--- src/rtl/phy_pkg.sv ---
// Shared definitions for the two-lane PHY transmit serializer: symbol defaults,
// training length and the transmit FSM encoding.
package phy_pkg;

    localparam logic [7:0] COM_BYTE_DEF  = 8'hBC;
    localparam logic [7:0] IDL_BYTE_DEF  = 8'h7C;
    localparam int         TRAIN_LEN_DEF = 4;
    localparam int         TRAIN_CNT_W   = 8;

    typedef enum logic [1:0] {
        ST_TRAIN   = 2'd0,
        ST_IDLE    = 2'd1,
        ST_SEND_HI = 2'd2,
        ST_SEND_LO = 2'd3
    } tx_state_e;

    function automatic logic is_payload(input tx_state_e s);
        return (s == ST_SEND_HI) || (s == ST_SEND_LO);
    endfunction

endpackage

--- src/rtl/phy_tx_serializer_lane_shifter.sv ---
// One serial lane: 8-bit parallel-load shift register, MSB first, with a
// registered serial output so the loaded MSB appears the cycle after the load.
module lane_shifter (
    input  logic       clk_i,
    input  logic       reset_i,
    input  logic       load_i,
    input  logic [7:0] byte_i,
    output logic       ser_o
);

    logic [7:0] sr_q;
    logic       ser_q;

    always_ff @(posedge clk_i) begin
        if (reset_i) begin
            sr_q  <= 8'h00;
            ser_q <= 1'b0;
        end else if (load_i) begin
            ser_q <= byte_i[7];
            sr_q  <= {byte_i[6:0], 1'b0};
        end else begin
            ser_q <= sr_q[7];
            sr_q  <= {sr_q[6:0], 1'b0};
        end
    end

    assign ser_o = ser_q;

endmodule

--- src/rtl/phy_tx_serializer.sv ---
// Two-lane serializer: stripes each accepted 32-bit word over two symbol slots,
// sending COM training after reset and IDL fill when no word is pending.
//
// state      | meaning
// -----------+--------------------------------------------------------
// ST_TRAIN   | both lanes send COM_BYTE, TRAIN_LEN symbols after reset
// ST_IDLE    | both lanes send IDL_BYTE, waiting for a word
// ST_SEND_HI | lanes carry word[31:24] / word[23:16]
// ST_SEND_LO | lanes carry word[15:8]  / word[7:0]
module phy_tx_serializer
    import phy_pkg::*;
#(
    parameter logic [7:0] COM_BYTE  = COM_BYTE_DEF,
    parameter logic [7:0] IDL_BYTE  = IDL_BYTE_DEF,
    parameter int         TRAIN_LEN = TRAIN_LEN_DEF
) (
    input  logic        clk_32f,
    input  logic        reset,
    input  logic [31:0] data_in,
    input  logic        valid_in,
    output logic        ready_out,
    output logic        data_out_0,
    output logic        data_out_1,
    output logic        tx_active
);

    tx_state_e              state_q, state_d;
    logic [2:0]             bit_cnt_q, bit_cnt_d;
    logic [TRAIN_CNT_W-1:0] train_cnt_q, train_cnt_d;
    logic [31:0]            hold_q, hold_d;
    logic                   started_q;
    logic                   boundary, train_done, xfer;
    logic [7:0]             lane0_byte, lane1_byte;

    assign boundary   = (bit_cnt_q == 3'd7);
    assign train_done = (train_cnt_q == TRAIN_CNT_W'(TRAIN_LEN - 1));
    assign xfer       = valid_in && ready_out;
    assign bit_cnt_d  = bit_cnt_q + 3'd1;
    assign hold_d     = xfer ? data_in : hold_q;

    // started_q marks the first boundary after reset, which only loads the
    // first COM symbol and must not advance training.
    always_ff @(posedge clk_32f) begin
        if (reset) begin
            state_q     <= ST_TRAIN;
            bit_cnt_q   <= 3'd7;
            train_cnt_q <= '0;
            hold_q      <= 32'h0;
            started_q   <= 1'b0;
        end else begin
            state_q     <= state_d;
            bit_cnt_q   <= bit_cnt_d;
            train_cnt_q <= train_cnt_d;
            hold_q      <= hold_d;
            started_q   <= 1'b1;
        end
    end

    always_comb begin
        state_d     = state_q;
        train_cnt_d = train_cnt_q;
        if (boundary && started_q) begin
            case (state_q)
                ST_TRAIN: begin
                    if (train_done) begin
                        state_d = xfer ? ST_SEND_HI : ST_IDLE;
                    end else begin
                        train_cnt_d = train_cnt_q + TRAIN_CNT_W'(1);
                    end
                end
                ST_IDLE:    state_d = xfer ? ST_SEND_HI : ST_IDLE;
                ST_SEND_HI: state_d = ST_SEND_LO;
                ST_SEND_LO: state_d = xfer ? ST_SEND_HI : ST_IDLE;
                default:    state_d = ST_TRAIN;
            endcase
        end
    end

    always_comb begin
        ready_out = !reset && started_q && boundary &&
                    ((state_q == ST_IDLE) || (state_q == ST_SEND_LO) ||
                     ((state_q == ST_TRAIN) && train_done));
        tx_active  = is_payload(state_q);
        lane0_byte = COM_BYTE;
        lane1_byte = COM_BYTE;
        case (state_d)
            ST_IDLE: begin
                lane0_byte = IDL_BYTE;
                lane1_byte = IDL_BYTE;
            end
            ST_SEND_HI: begin
                lane0_byte = hold_d[31:24];
                lane1_byte = hold_d[23:16];
            end
            ST_SEND_LO: begin
                lane0_byte = hold_d[15:8];
                lane1_byte = hold_d[7:0];
            end
            default: begin
                lane0_byte = COM_BYTE;
                lane1_byte = COM_BYTE;
            end
        endcase
    end

    lane_shifter u_lane0 (
        .clk_i   (clk_32f),
        .reset_i (reset),
        .load_i  (boundary),
        .byte_i  (lane0_byte),
        .ser_o   (data_out_0)
    );

    lane_shifter u_lane1 (
        .clk_i   (clk_32f),
        .reset_i (reset),
        .load_i  (boundary),
        .byte_i  (lane1_byte),
        .ser_o   (data_out_1)
    );

endmodule

--- config.mk ---
export PLATFORM = sky130hd
export DESIGN_NAME = phy_tx_serializer
export DESIGN_NICKNAME = d
export VERILOG_FILES = /design/src/rtl/phy_pkg.sv /design/src/rtl/phy_tx_serializer_lane_shifter.sv /design/src/rtl/phy_tx_serializer.sv
export SDC_FILE = /design/constraint.sdc
export NUM_CORES = 1
export LEC_CHECK = 0
export CAP_MARGIN = 20
export CELL_PAD_IN_SITES_DETAIL_PLACEMENT = 1
export CELL_PAD_IN_SITES_GLOBAL_PLACEMENT = 2
export CORE_MARGIN = 1
export CORE_UTILIZATION = 32
export CTS_CLUSTER_SIZE = 10
export DETAILED_ROUTE_END_ITERATION = 10
export GPL_ROUTABILITY_DRIVEN = 0
export GPL_TIMING_DRIVEN = 0
export HOLD_SLACK_MARGIN = 0.05
export PLACE_DENSITY_LB_ADDON = 0.1
export SLEW_MARGIN = 20
export SYNTH_ARGS = -nofsm -noshare
export SYNTH_HDL_FRONTEND = slang
export SYNTH_SLANG_ARGS = --single-unit
--- constraint.sdc ---
create_clock -name clk_32f -period 2.3 [get_ports clk_32f]
set_input_delay 0.345 -clock clk_32f [delete_from_list [all_inputs] [get_ports clk_32f]]
set_output_delay 0.345 -clock clk_32f [all_outputs]
set_load 0.01 [all_outputs]
Word-level counts from Yosys, hierarchy flattened
Cells that the tools add are included.
{ "word_totals": {"regBits": 64, "output_inout_bits": 4, "wordCells": 45} }
{ "op_classes": {"addsub": 2, "eq_ne": 8, "muxes": 12, "n_bitwise": 1, "reduce_logical": 13} }
{ "op_table": {"columns": ["operator", "n"], "rows": [
  ["one-hot mux 8 bit (3 select lines)", 2],
  ["2-to-1 mux 32 bit", 1],
  ["2-to-1 mux 8 bit", 2],
  ["adder 8 x 1 -> 8 bit (second input constant)", 1],
  ["== test 2 bit (second input constant)", 4],
  ["== test 8 x 2 -> 1 bit (second input constant)", 1],
  ["logical AND 1 bit", 6],
  ["2-to-1 mux 2 bit", 3],
  ["one-hot mux 2 bit (3 select lines)", 1],
  ["== test 2 x 1 -> 1 bit (second input constant)", 2],
  ["adder 3 x 1 -> 3 bit (second input constant)", 1],
  ["== test 3 bit (second input constant)", 1],
  ["logical OR 1 bit", 3],
  ["2-to-1 mux 1 bit", 3],
  ["AND reduction 3 bit", 1],
  ["logical NOT 2 bit", 1],
  ["OR reduction 2 bit", 1],
  ["logical NOT 1 bit", 1],
  ["inverter 1 bit", 1]
]} }

Logic depth before layout (Yosys ltp)
Gate-level depths: netlist of run 1.
{ "logic_depth": {"ltp_word": 12, "ltp_mapped": 11, "ltp_nobuf": 7} }

Hierarchy
Synthesis of run 1 repeated with hierarchy kept, for this count alone.
{ "unflattened": {"hier_cells": 324, "hier_area_um2": 2844.0} }
{ "by_module_without_submodules": {"columns": ["mod", "instances", "cells_per_inst", "area_per_inst_um2"], "rows": [
  ["phy_tx_serializer", 1, 274, 2278.4],
  ["lane_shifter", 2, 25, 282.8]
]} }

Worst setup path before layout of run 1
No wires, ideal clock.
{ "synth_timing": {"path_kind": "register -> register", "from": "register bit_cnt_q[0]", "to": "register u_lane0.sr_q[2]", "setup_ns": 0.131, "t_arrival_ns": 1.805, "setup_slack_ns": 0.364, "path_stages_with_launch": 11, "n_path_buf": 3, "synth_period_minus_slack_ns": 1.936, "cell_sequence": "dfxtp_1 -> ha_1 -> ha_1 -> buf_2 -> and2_1 -> buf_2 -> nand3_1 -> nor2_1 -> buf_4 -> a221oi_1 -> o32ai_1"} }
{ "synth_via": {"elab_chain_len": 11, "word_cells_on_any_way": 15, "cone_classes": "4 x eq/ne; 7 x mux; 4 x reduce/logical"} }
{ "synth_lines": {"columns": ["item", "line", "source"], "rows": [
  ["from (decl)", "phy_tx_serializer.sv:28", "logic [2:0] bit_cnt_q, bit_cnt_d;"],
  ["from (signal assigned)", "phy_tx_serializer.sv:52", "bit_cnt_q <= bit_cnt_d;"],
  ["== test 3 bit (*)", "phy_tx_serializer.sv:35", "assign boundary = (bit_cnt_q == 3'd7);"],
  ["logical AND 1 bit (2 in series)", "phy_tx_serializer.sv:80", "ready_out = !reset && started_q && boundary &&"],
  ["logical AND 1 bit", "phy_tx_serializer.sv:37", "assign xfer = valid_in && ready_out;"],
  ["2-to-1 mux 2 bit", "phy_tx_serializer.sv:66, phy_tx_serializer.sv:71, phy_tx_serializer.sv:73", null],
  ["2-to-1 mux 2 bit", "phy_tx_serializer.sv:65", "if (train_done) begin"],
  ["one-hot mux 2 bit (3 select lines)", "phy_tx_serializer.sv:63", "case (state_q)"],
  ["2-to-1 mux 2 bit", "phy_tx_serializer.sv:62", "if (boundary && started_q) begin"],
  ["== test 2 bit / == test 2 x 1 -> 1 bit (equally long branches)", "phy_tx_serializer.sv:86", "case (state_d)"],
  ["one-hot mux 8 bit (3 select lines)", "phy_tx_serializer.sv:86", null],
  ["2-to-1 mux 8 bit (*)", "phy_tx_serializer_lane_shifter.sv:18", "end else if (load_i) begin"],
  ["to (signal assigned)", "phy_tx_serializer_lane_shifter.sv:20", "sr_q <= {byte_i[6:0], 1'b0};"],
  ["to (signal assigned)", "phy_tx_serializer_lane_shifter.sv:23", "sr_q <= {sr_q[6:0], 1'b0};"],
  ["to (decl)", "phy_tx_serializer_lane_shifter.sv:11", "logic [7:0] sr_q;"]
]} }
Mark *: on every way between the ends. The rest lies on a longest branch, timed or not.
A chain may end at the register's enable or synchronous reset.

Worst setup path in the final report of run 1
{ "layout_timing": {"from": "register train_cnt_q[1]", "to": "output port ready_out"} }
{ "layout_via": {"elab_chain_len": 4} }
{ "layout_lines": {"columns": ["item", "line", "source"], "rows": [
  ["from (decl)", "phy_tx_serializer.sv:29", "logic [TRAIN_CNT_W-1:0] train_cnt_q, train_cnt_d;"],
  ["from (signal assigned)", "phy_tx_serializer.sv:53", "train_cnt_q <= train_cnt_d;"],
  ["== test 8 x 2 -> 1 bit", "phy_tx_serializer.sv:36", "assign train_done = (train_cnt_q == TRAIN_CNT_W'(TRAIN_LEN - 1));"],
  ["logical AND 1 bit", "phy_tx_serializer.sv:82", "((state_q == ST_TRAIN) && train_done));"],
  ["logical OR 1 bit", "phy_tx_serializer.sv:81", "((state_q == ST_IDLE) || (state_q == ST_SEND_LO) ||"],
  ["logical AND 1 bit", "phy_tx_serializer.sv:80", null],
  ["to (decl)", "phy_tx_serializer.sv:21", "output logic ready_out,"]
]} }
No other way between the ends.

==> results of run 1 <==
final cells by class:
| class | count | area, sq um | area share (%) |
|---|---|---|---|
| Buffer | 23 | 118 | 3.36 |
| Clock buffer | 12 | 145 | 4.14 |
| Clock inverter | 2 | 10.0 | 0.286 |
| Inverter | 5 | 18.8 | 0.536 |
| Multi-Input combinational cell | 246 | 1460 | 41.7 |
| Sequential cell | 62 | 1240 | 35.5 |
| Tap cell | 105 | 131 | 3.75 |
| Timing Repair Buffer | 38 | 377 | 10.8 |
placed cells by master, fill, tap and decap left out, drive strengths merged, types with 2 or more instances in the layout:
cell	netlist	final
a211oi	9	9
a21boi	4	4
a21o	2	2
a21oi	31	31
a221oi	4	4
a22oi	2	2
a311o	3	3
a32o	8	8
and3	5	5
buf	10	11
clkbuf	13	25
clkdlybuf4s50	0	36
clkinv	0	2
dfxtp	62	62
ha	3	3
inv	5	5
mux2i	5	5
nand2	69	69
nand2b	2	2
nand3	3	3
nand4	4	4
nor2	23	23
nor2b	8	8
nor3	14	14
nor4b	2	2
o21a	3	3
o21ai	21	21
o22ai	4	4
o32ai	2	2
or2	2	2
xor2	6	6
repair_timing:
item / 4_1_cts / 5_1_grt
endpoints found under the setup margin: 24 / 35
resized for setup: 9 / 12
buffers inserted: 1 / 0
cells by family after synthesis:
| group | count (synthesis) |
|---|---|
| mux | 5 |
| flops | 62 |
| buf+inv | 28 |
| fa+ha+maj | 3 |
| compound gates | 94 |
| simple gates | 137 |
| xor+xnor | 7 |
metal layers:
metal	wire, microns	vias to the layer above
li1	-	1291
met1	4470	1236
met2	3720	57
met3	335	11
met4	125	0
met5	0	-
power groups by stage:
| stage | Clock [uW] | Combinational (uW) | Sequential (uW) |
|---|---|---|---|
| 2_1_floorplan | 0 | 143 | 1160 |
| 3_3_place_gp | 0 | 267 | 1170 |
| 3_5_place_dp | 0 | 270 | 1170 |
| 4_1_cts | 837 | 276 | 1140 |
| 5_1_grt | 891 | 311 | 1150 |
| 6_report | 820 | 280 | 1140 |
metrics by stage:
stage	hold WS [ps]	worst slack [ps]	cell area (sq um)	TNS (ps)
after floorplan	362	364	2770	0
after detailed placement	381	-121	3270	-1480
after global placement	369	-353	3270	-3580
after CTS	373	-15.8	3450	-15.8
final	388	70.7	3500	0
after global routing	407	-48.5	3500	-67.1
flip-flops by register name (all words and copies together) (netlist names):
register and count:
bit_cnt_q 3, hold_q 32, started_q 1, state_q 2, train_cnt_q 8, u_lane0.ser_o 1, u_lane0.sr_q 7, u_lane1.ser_o 1
u_lane1.sr_q 7
worst min path at each step:
stage,to,slack [ps]
final,started_q$_DFF_P_,390
after global routing,started_q$_DFF_P_,410
after CTS,started_q$_DFF_P_,370
after detailed placement,bit_cnt_q[0]$_SDFF_PP1_,380
after global placement,bit_cnt_q[0]$_SDFF_PP1_,370
after floorplan,bit_cnt_q[0]$_SDFF_PP1_,360
==> results.md, run 1 <==
- The run finished with clean final reports.
- The post-synthesis register bit count is 62.
- The remaining max-slew budget at the tightest pin is 49.7%.
- The worst register-to-register path has a depth of 10.
- The endpoint class of the critical path is an output pin.
- The type of the most critical hold path is input port to register.
- After synthesis, the largest family of logic cells by area is simple AND/OR/NAND/NOR gates.
- At the pin with the least slew margin, the transition time is 751 ps.
- The count of yosys warnings during synthesis is 0.
- The start-to-end type of the worst setup path is register to output pin.
- During placement, the flow inserted port buffers numbering 37.
- The internal portion of the total power is 1670 uW.
- Of all cell types, the one taking the most synthesized area is sky130_fd_sc_hd__dfxtp_1.
- For this design the static power due to leakage is 0.00126 uW.
- The highest achievable clock rate is 0.449 GHz.
- The critical path ends at ready_out.
- The post-route netlist has 10.1% of its cells at a drive strength greater than 1.
- The clock network is responsible for 36.5% of the overall power.
- The final standard cell utilization of the core is 42.2%.
- In the final routed layout, each cell accounts on average for 17.5 microns.
- The total DRC errors in the routed layout is 0.
- The half-perimeter wire length after placement is 5.97 mm.
- STA classifies the critical path startpoint as a register.
- Together, buffers and inverters on the worst path number 1.
- VDD sags by at most 293 uV.
- Of the total synthesized cell area, the portion taken by full adders, half adders and majority gates is 1.36%.
- STA puts the critical path data arrival time at 1880 ps.
- The required time of the worst setup path is 1960 ps.
- Counting distinct cell types in the post-synthesis netlist gives 40.
- After technology mapping, the gate count stands at 336.
- The floorplan step set the die height to 95.0 microns.
- The count of final setup violators is 0.
- For this run, the leading register cell type out of synthesis is sky130_fd_sc_hd__dfxtp_1.
- The worst hold path passes through 2 cells.
- The clock skew is 10.6 ps.
- The startpoint identified for the worst register-to-register timing path is bit_cnt_q[0]$_SDFF_PP1_.
- Power spread over the standard cell area amounts to 641 nW/um^2.
- Averaged over all synthesized cells, the footprint is 8.24 sq um.
- The maximum fanout count along the critical path is 6.
- The synthesized netlist devotes 2.21% of its cell area to XOR and XNOR gates.
- The number of global-route vias before repair came to 2592.
- Fill cells in the final layout number 1001.
- The final wirelength is 8.65 mm.
- The aggregate global-route resource usage is 21.0%.
- For this run the aggregate overflow at the end of global routing stands at 0.
- The register area share after synthesis is 44.8%.
- After synthesis, the cell types taking the most area are sky130_fd_sc_hd__dfxtp_1 45%, sky130_fd_sc_hd__nand2_1 9.2%, sky130_fd_sc_hd__a21oi_1 5.4%.
- TritonCTS built the clock tree.
- In the synthesized netlist, mux cells make up 1.81% of the area.
- For met1 alone, demand over resource in global routing was 29.9%.
- The clock reaches the later pin of the worst-skew pair after 350 ps.
- The fraction of the mapped netlist area in compound gates is 22.1%.
- The number of buffers added by the clock tree synthesis step is 9.
- The cell area that synthesis handed to floorplanning was 2770 sq um.
- The worst stage delay on the critical path is 440 ps.
- Counting buffers and inverters, the worst setup path is 5 cells deep.
- The worst path needs 2230 ps of the cycle, external delays included.
- The via count normalized by instance count is 5.26.
- The floorplan has 33 rows.
- The die covers 9030 sq um.
- The final count of hold timing violations came to 0.
- In this run, the number of DRC markers left after iteration 0 of detailed routing was 101.
- The number of antenna violations at the first check in global routing is 0.
- The fraction of post-synthesis cell area in the top cell type by area is 44.8%.
- Setup repair after global routing could not meet its margin everywhere.
- The startpoint of the most critical setup path is train_cnt_q[1]$_SDFFE_PP0P_.
- After the flow finishes, the layout carries non-filler instances totaling 493.
- The layer flagged by global routing as most heavily used is met2.
- Global routing used 31.5% of the available met2 tracks.
- The synthesized design contains 0 enable-type register cells.
- Among all cell types in the netlist, the one instantiated most often is sky130_fd_sc_hd__nand2_1.
- Of the total power, the share spent switching nets is 25.8%.
- The net load switching power is 578 uW.
- The initial core utilization is 33.4%.
- The count of antenna diodes in the layout is 0.
- Global routing consumed, on the met3 layer, 3.59% of the routing resources.
- CTS placed an instance of sky130_fd_sc_hd__clkbuf_8 at the clock tree root.
- The number of nets in the layout is 423.
- After synthesis, the most frequently instantiated cells are 68 x sky130_fd_sc_hd__nand2_1, 62 x sky130_fd_sc_hd__dfxtp_1, 30 x sky130_fd_sc_hd__a21oi_1.
- The slack of the worst reg-to-reg path is 130 ps.
- The number of top-level pins is 39.
- Including well taps, the total number of placed cells is 478.
- The max-slew violation count is 0.
- After synthesis, the share of flip-flops with an asynchronous set or reset is 0%.
- The destination of the worst register-to-register timing path is u_lane1.sr_q[2]$_SDFF_PP0_.
- The simple-gate share of the synthesized area is 23.4%.
- The number of hold buffers added after cts is 0.
- In this run the standard cell core region covers 8300 sq um.
- The via count is 2595.
- The overall power after layout is 2240 uW.
- The kind of cell adding the most delay to the critical path is simple AND/OR/NAND/NOR gates.
- The startpoint of the worst hold path is reset.
- The net count after synthesis is 374.
- Entering global routing, the biggest net connects 11 pins.
- Counting along the longest clock path gives a buffer depth of 2.
- Per report_power, the combinational group accounts for 12.5% of the total.
- The clock sink total is 62.
- The cell with the largest stage delay on the worst path is sky130_fd_sc_hd__dfxtp_1.
- The signal on the critical path passes through ha_4, nor4b_4, a21oi_4, nor3_2, dlygate4sd2_1.
- The deepest level of the CTS H-tree is 3.
- The detailed-routing iteration count for the pre-antenna-repair pass is 4.
- The max capacitance violation total is 0.
- The first global-routing pass estimated 13.9 mm of wire.
- The register clock-pin slew on the reported worst setup and hold paths is 60 ps.
- The final critical path takes up 96.9% of the cycle.
- In this run the remaining antenna-violating nets after routing total 0.
- The die is 95.0 microns wide.
- The signed area change from the synthesized netlist to the final layout is 26.5%.
- The portion of total power attributed to sequential cells is 51.0%.
No activity file was read; power rests on OpenSTA's default activity.
==> run 2: changes to the inputs <==
--- a/config.mk
+++ b/config.mk
@@ -9,7 +9,7 @@
 export CELL_PAD_IN_SITES_DETAIL_PLACEMENT = 1
 export CELL_PAD_IN_SITES_GLOBAL_PLACEMENT = 2
 export CORE_MARGIN = 1
-export CORE_UTILIZATION = 32
+export CORE_UTILIZATION = 34
 export CTS_CLUSTER_SIZE = 10
 export DETAILED_ROUTE_END_ITERATION = 10
 export GPL_ROUTABILITY_DRIVEN = 0
==> constraint.sdc (replaced) <==
create_clock -name clk_32f -period 2.7 [get_ports clk_32f]
set_input_delay 0.405 -clock clk_32f [delete_from_list [all_inputs] [get_ports clk_32f]]
set_output_delay 0.405 -clock clk_32f [all_outputs]
set_load 0.01 [all_outputs]
==> run 2 against run 1 <==
  * Via count up 0.66%
  * Setup slack better by 220 ps
  * Design area down 0.64%
  * Worst hold slack better by 1.1 ps
  * Final cell count down 0.61%
  * Count of clock-buffer cells in the layout up 2
  * Largest cell class unchanged
  * Largest power group unchanged
  * Total power down 11%
  * Clock power down 2.6%
  * Die area down 5.8%
  * Critical path depth up 4
==> results.md, run 2 (synthesis gave the netlist of run 1 again) <==
- The final count of hold timing violations is 0.
- The longest clock path from root to sink contains 2 buffers.
- The arrival time of the worst setup path is 2680 ps.
- The fraction of the cycle the final worst path needs is 89.4%.
- The critical path goes through ha_1, ha_1, buf_2, and4b_1, buf_2, nand2_2, clkbuf_1, nand2_1, a21oi_1.
- The clock tree root driver cell is sky130_fd_sc_hd__clkbuf_8.
- Among all stages on the critical path, the largest delay is contributed by sky130_fd_sc_hd__clkbuf_1.
- The overall die height is 92.2 microns.
- The detailed-routing iteration count for the pre-antenna-repair pass is 4.
- After detailed routing, the number of remaining DRC violations is 0.
- CTS built an H-tree with a depth of 3.
- The number of buffers and inverters on the critical path is 3.
- The critical path is of the register to register type.
- Leaving out fill and tap cells, the most frequent cell in the layout is sky130_fd_sc_hd__nand2_1.
- Row generation in the floorplan step produced 32 rows.
- Buffers placed on the I/O ports in this run total 37.
- Entering global routing, the biggest net connects 11 pins.
- The number of hold buffers added after cts is 0.
- Dividing the detail-routed wire length by the instance count gives 17.6 microns.
- The required time of the worst setup path is 2960 ps.
- For this design the top-level I/O count stands at 39.
- After routing, the total negative slack on setup checks comes to 0 ps.
- The area of the die is 8510 sq um.
- Clock-pin slew was measured on the worst setup and hold paths at 60 ps.
- Leaving out fill and tap cells, the most frequent cells in the layout are 67 x sky130_fd_sc_hd__nand2_1, 61 x sky130_fd_sc_hd__dfxtp_1, 36 x sky130_fd_sc_hd__clkdlybuf4s50_1.
- The number of global-route vias before repair is 2577.
- The max-slew violation count is 0.
- The routed layout has 2612 vias.
- The register with the most flip-flops in the layout has 32 of them.
- The worst setup path is captured at a register.
- The final wirelength is 8.63 mm.
- The max capacitance violation total is 0.
- The worst stage delay on the critical path is 520 ps.
- The number of buffers added by the clock tree synthesis step is 9.
- The wire length of the first global-routing pass is 13.9 mm.
- The overall power after layout is 2010 uW.
- Broken down by cell family, the worst path's largest delay share belongs to buffers and inverters.
- Setup repair after global routing left no endpoint under its margin.
- The first routing iteration left 132 violations.
- The maximum fanout count along the critical path is 10.
- The type of the most critical hold path is register to register.
- For this design the static power due to leakage is 0.00125 uW.
- The TritonCTS clock tree is yes.
- The worst-case IR drop observed on VDD is 215 uV.
- In the final layout, the registers with the most flip-flops are hold_q (32), train_cnt_q (8).
- The worst path in the final design needs a cycle of 2410 ps, including I/O delays and setup.
- After legalization and detailed placement, the total HPWL measured 6.05 mm.
- The flow ran to the end, and the final reports show no timing, DRC or antenna violations.
- The via count normalized by instance count is 5.33.
- The aggregate global-route resource usage is 21.9%.
- Between clock sinks in the finished design, the worst skew comes to 9.88 ps.
- The remaining max-slew budget at the tightest pin is 49.0%.
- The highest achievable clock rate is 0.414 GHz.
- The repair_antennas step left the layout with diodes totalling 0.
- The number of antenna violations at the first check in global routing came to 0.
- The post-route netlist has 9.02% of its cells at a drive strength greater than 1.
- The initial utilization of the core area, before any placement, comes to 35.5%.
- Setup violations remaining at the end of the flow were counted as 0.
- In this run the power density over the cells is 576 nW/um^2.
- The floorplan step set the die width to 92.2 microns.
- The register name with the most flops is hold_q.
- The signed area change from the synthesized netlist to the final layout is 25.7%.
- In this run the remaining antenna-violating nets after routing total 0.
- In this run the standard cell core region covers 7810 sq um.
- The category of the worst setup path launch point is a register.
- Clock latency on the worst-skew pair, taken at its later pin, is 350 ps.
- The number of nets in the layout is 423.
- Summed over all layers, the global routing overflow is 0.
- For this design, the sink count on the clock tree is 62.
- The measured slew at the worst slew-check pin is 762 ps.
-- run 2: changes by cell type in the layout (fill, tap and decap cells not counted), moves of 2 or more --
cell | before | now
sky130_fd_sc_hd__clkinv_2 | 2 | 0
sky130_fd_sc_hd__buf_2 | 6 | 9
sky130_fd_sc_hd__clkbuf_8 | 10 | 14
sky130_fd_sc_hd__buf_4 | 4 | 2
-- run 2: timing repair --
action,CTS,global route
buffers inserted,1,0
gates resized for setup,5,0
endpoints found under the setup margin,1,0
-- run 2: routing by layer --
layer | routed length, microns | share of wire, % | vias up | global-route usage, %
li1 | - | - | 1283 | -
met1 | 4250 | 49 | 1260 | 29.9
met2 | 3860 | 45 | 61 | 34.0
met3 | 402 | 4.7 | 8 | 4.98
met4 | 110 | 1.3 | 0 | 7.03
met5 | 0 | 0 | - | 0
-- run 2: final cells by class --
cell class	instances	area, sq um
clock buffer	14	193
inverter	5	18.8
tap	102	128
multi-input combinational	246	1420
timing repair buffer	38	377
fill	949	4330
sequential	62	1240
buffer	23	101
-- run 2: report_power, final --
part,internal [uW],total [uW],switching (uW)
registers,957,974,17.1
logic,114,233,118
clock network,449,799,350
total,1520,2010,485
-- run 2: per-stage QoR --
step	cells	hold WS [ps]	worst slack [ps]	instance area [sq um]	util, %
floorplan	336	362	764	2770	-
global placement	475	375	167	3270	41.8
detailed placement	475	381	156	3270	41.8
CTS	490	396	134	3480	44.6
global route	490	420	60.0	3480	44.6
finish	490	389	287	3480	44.6
-- run 2: final timing paths --
kind | start | endpoint | slack [ps] | cells past startpoint
setup / recovery | bit_cnt_q[0]$_SDFF_PP1_ | hold_q[25]$_SDFF_PP0_ | 290 | 9
hold / removal | bit_cnt_q[0]$_SDFF_PP1_ | bit_cnt_q[0]$_SDFF_PP1_ | 390 | 1
setup reg to reg | bit_cnt_q[0]$_SDFF_PP1_ | hold_q[25]$_SDFF_PP0_ | 290 | 9
hold reg to reg | bit_cnt_q[0]$_SDFF_PP1_ | bit_cnt_q[0]$_SDFF_PP1_ | 390 | 1
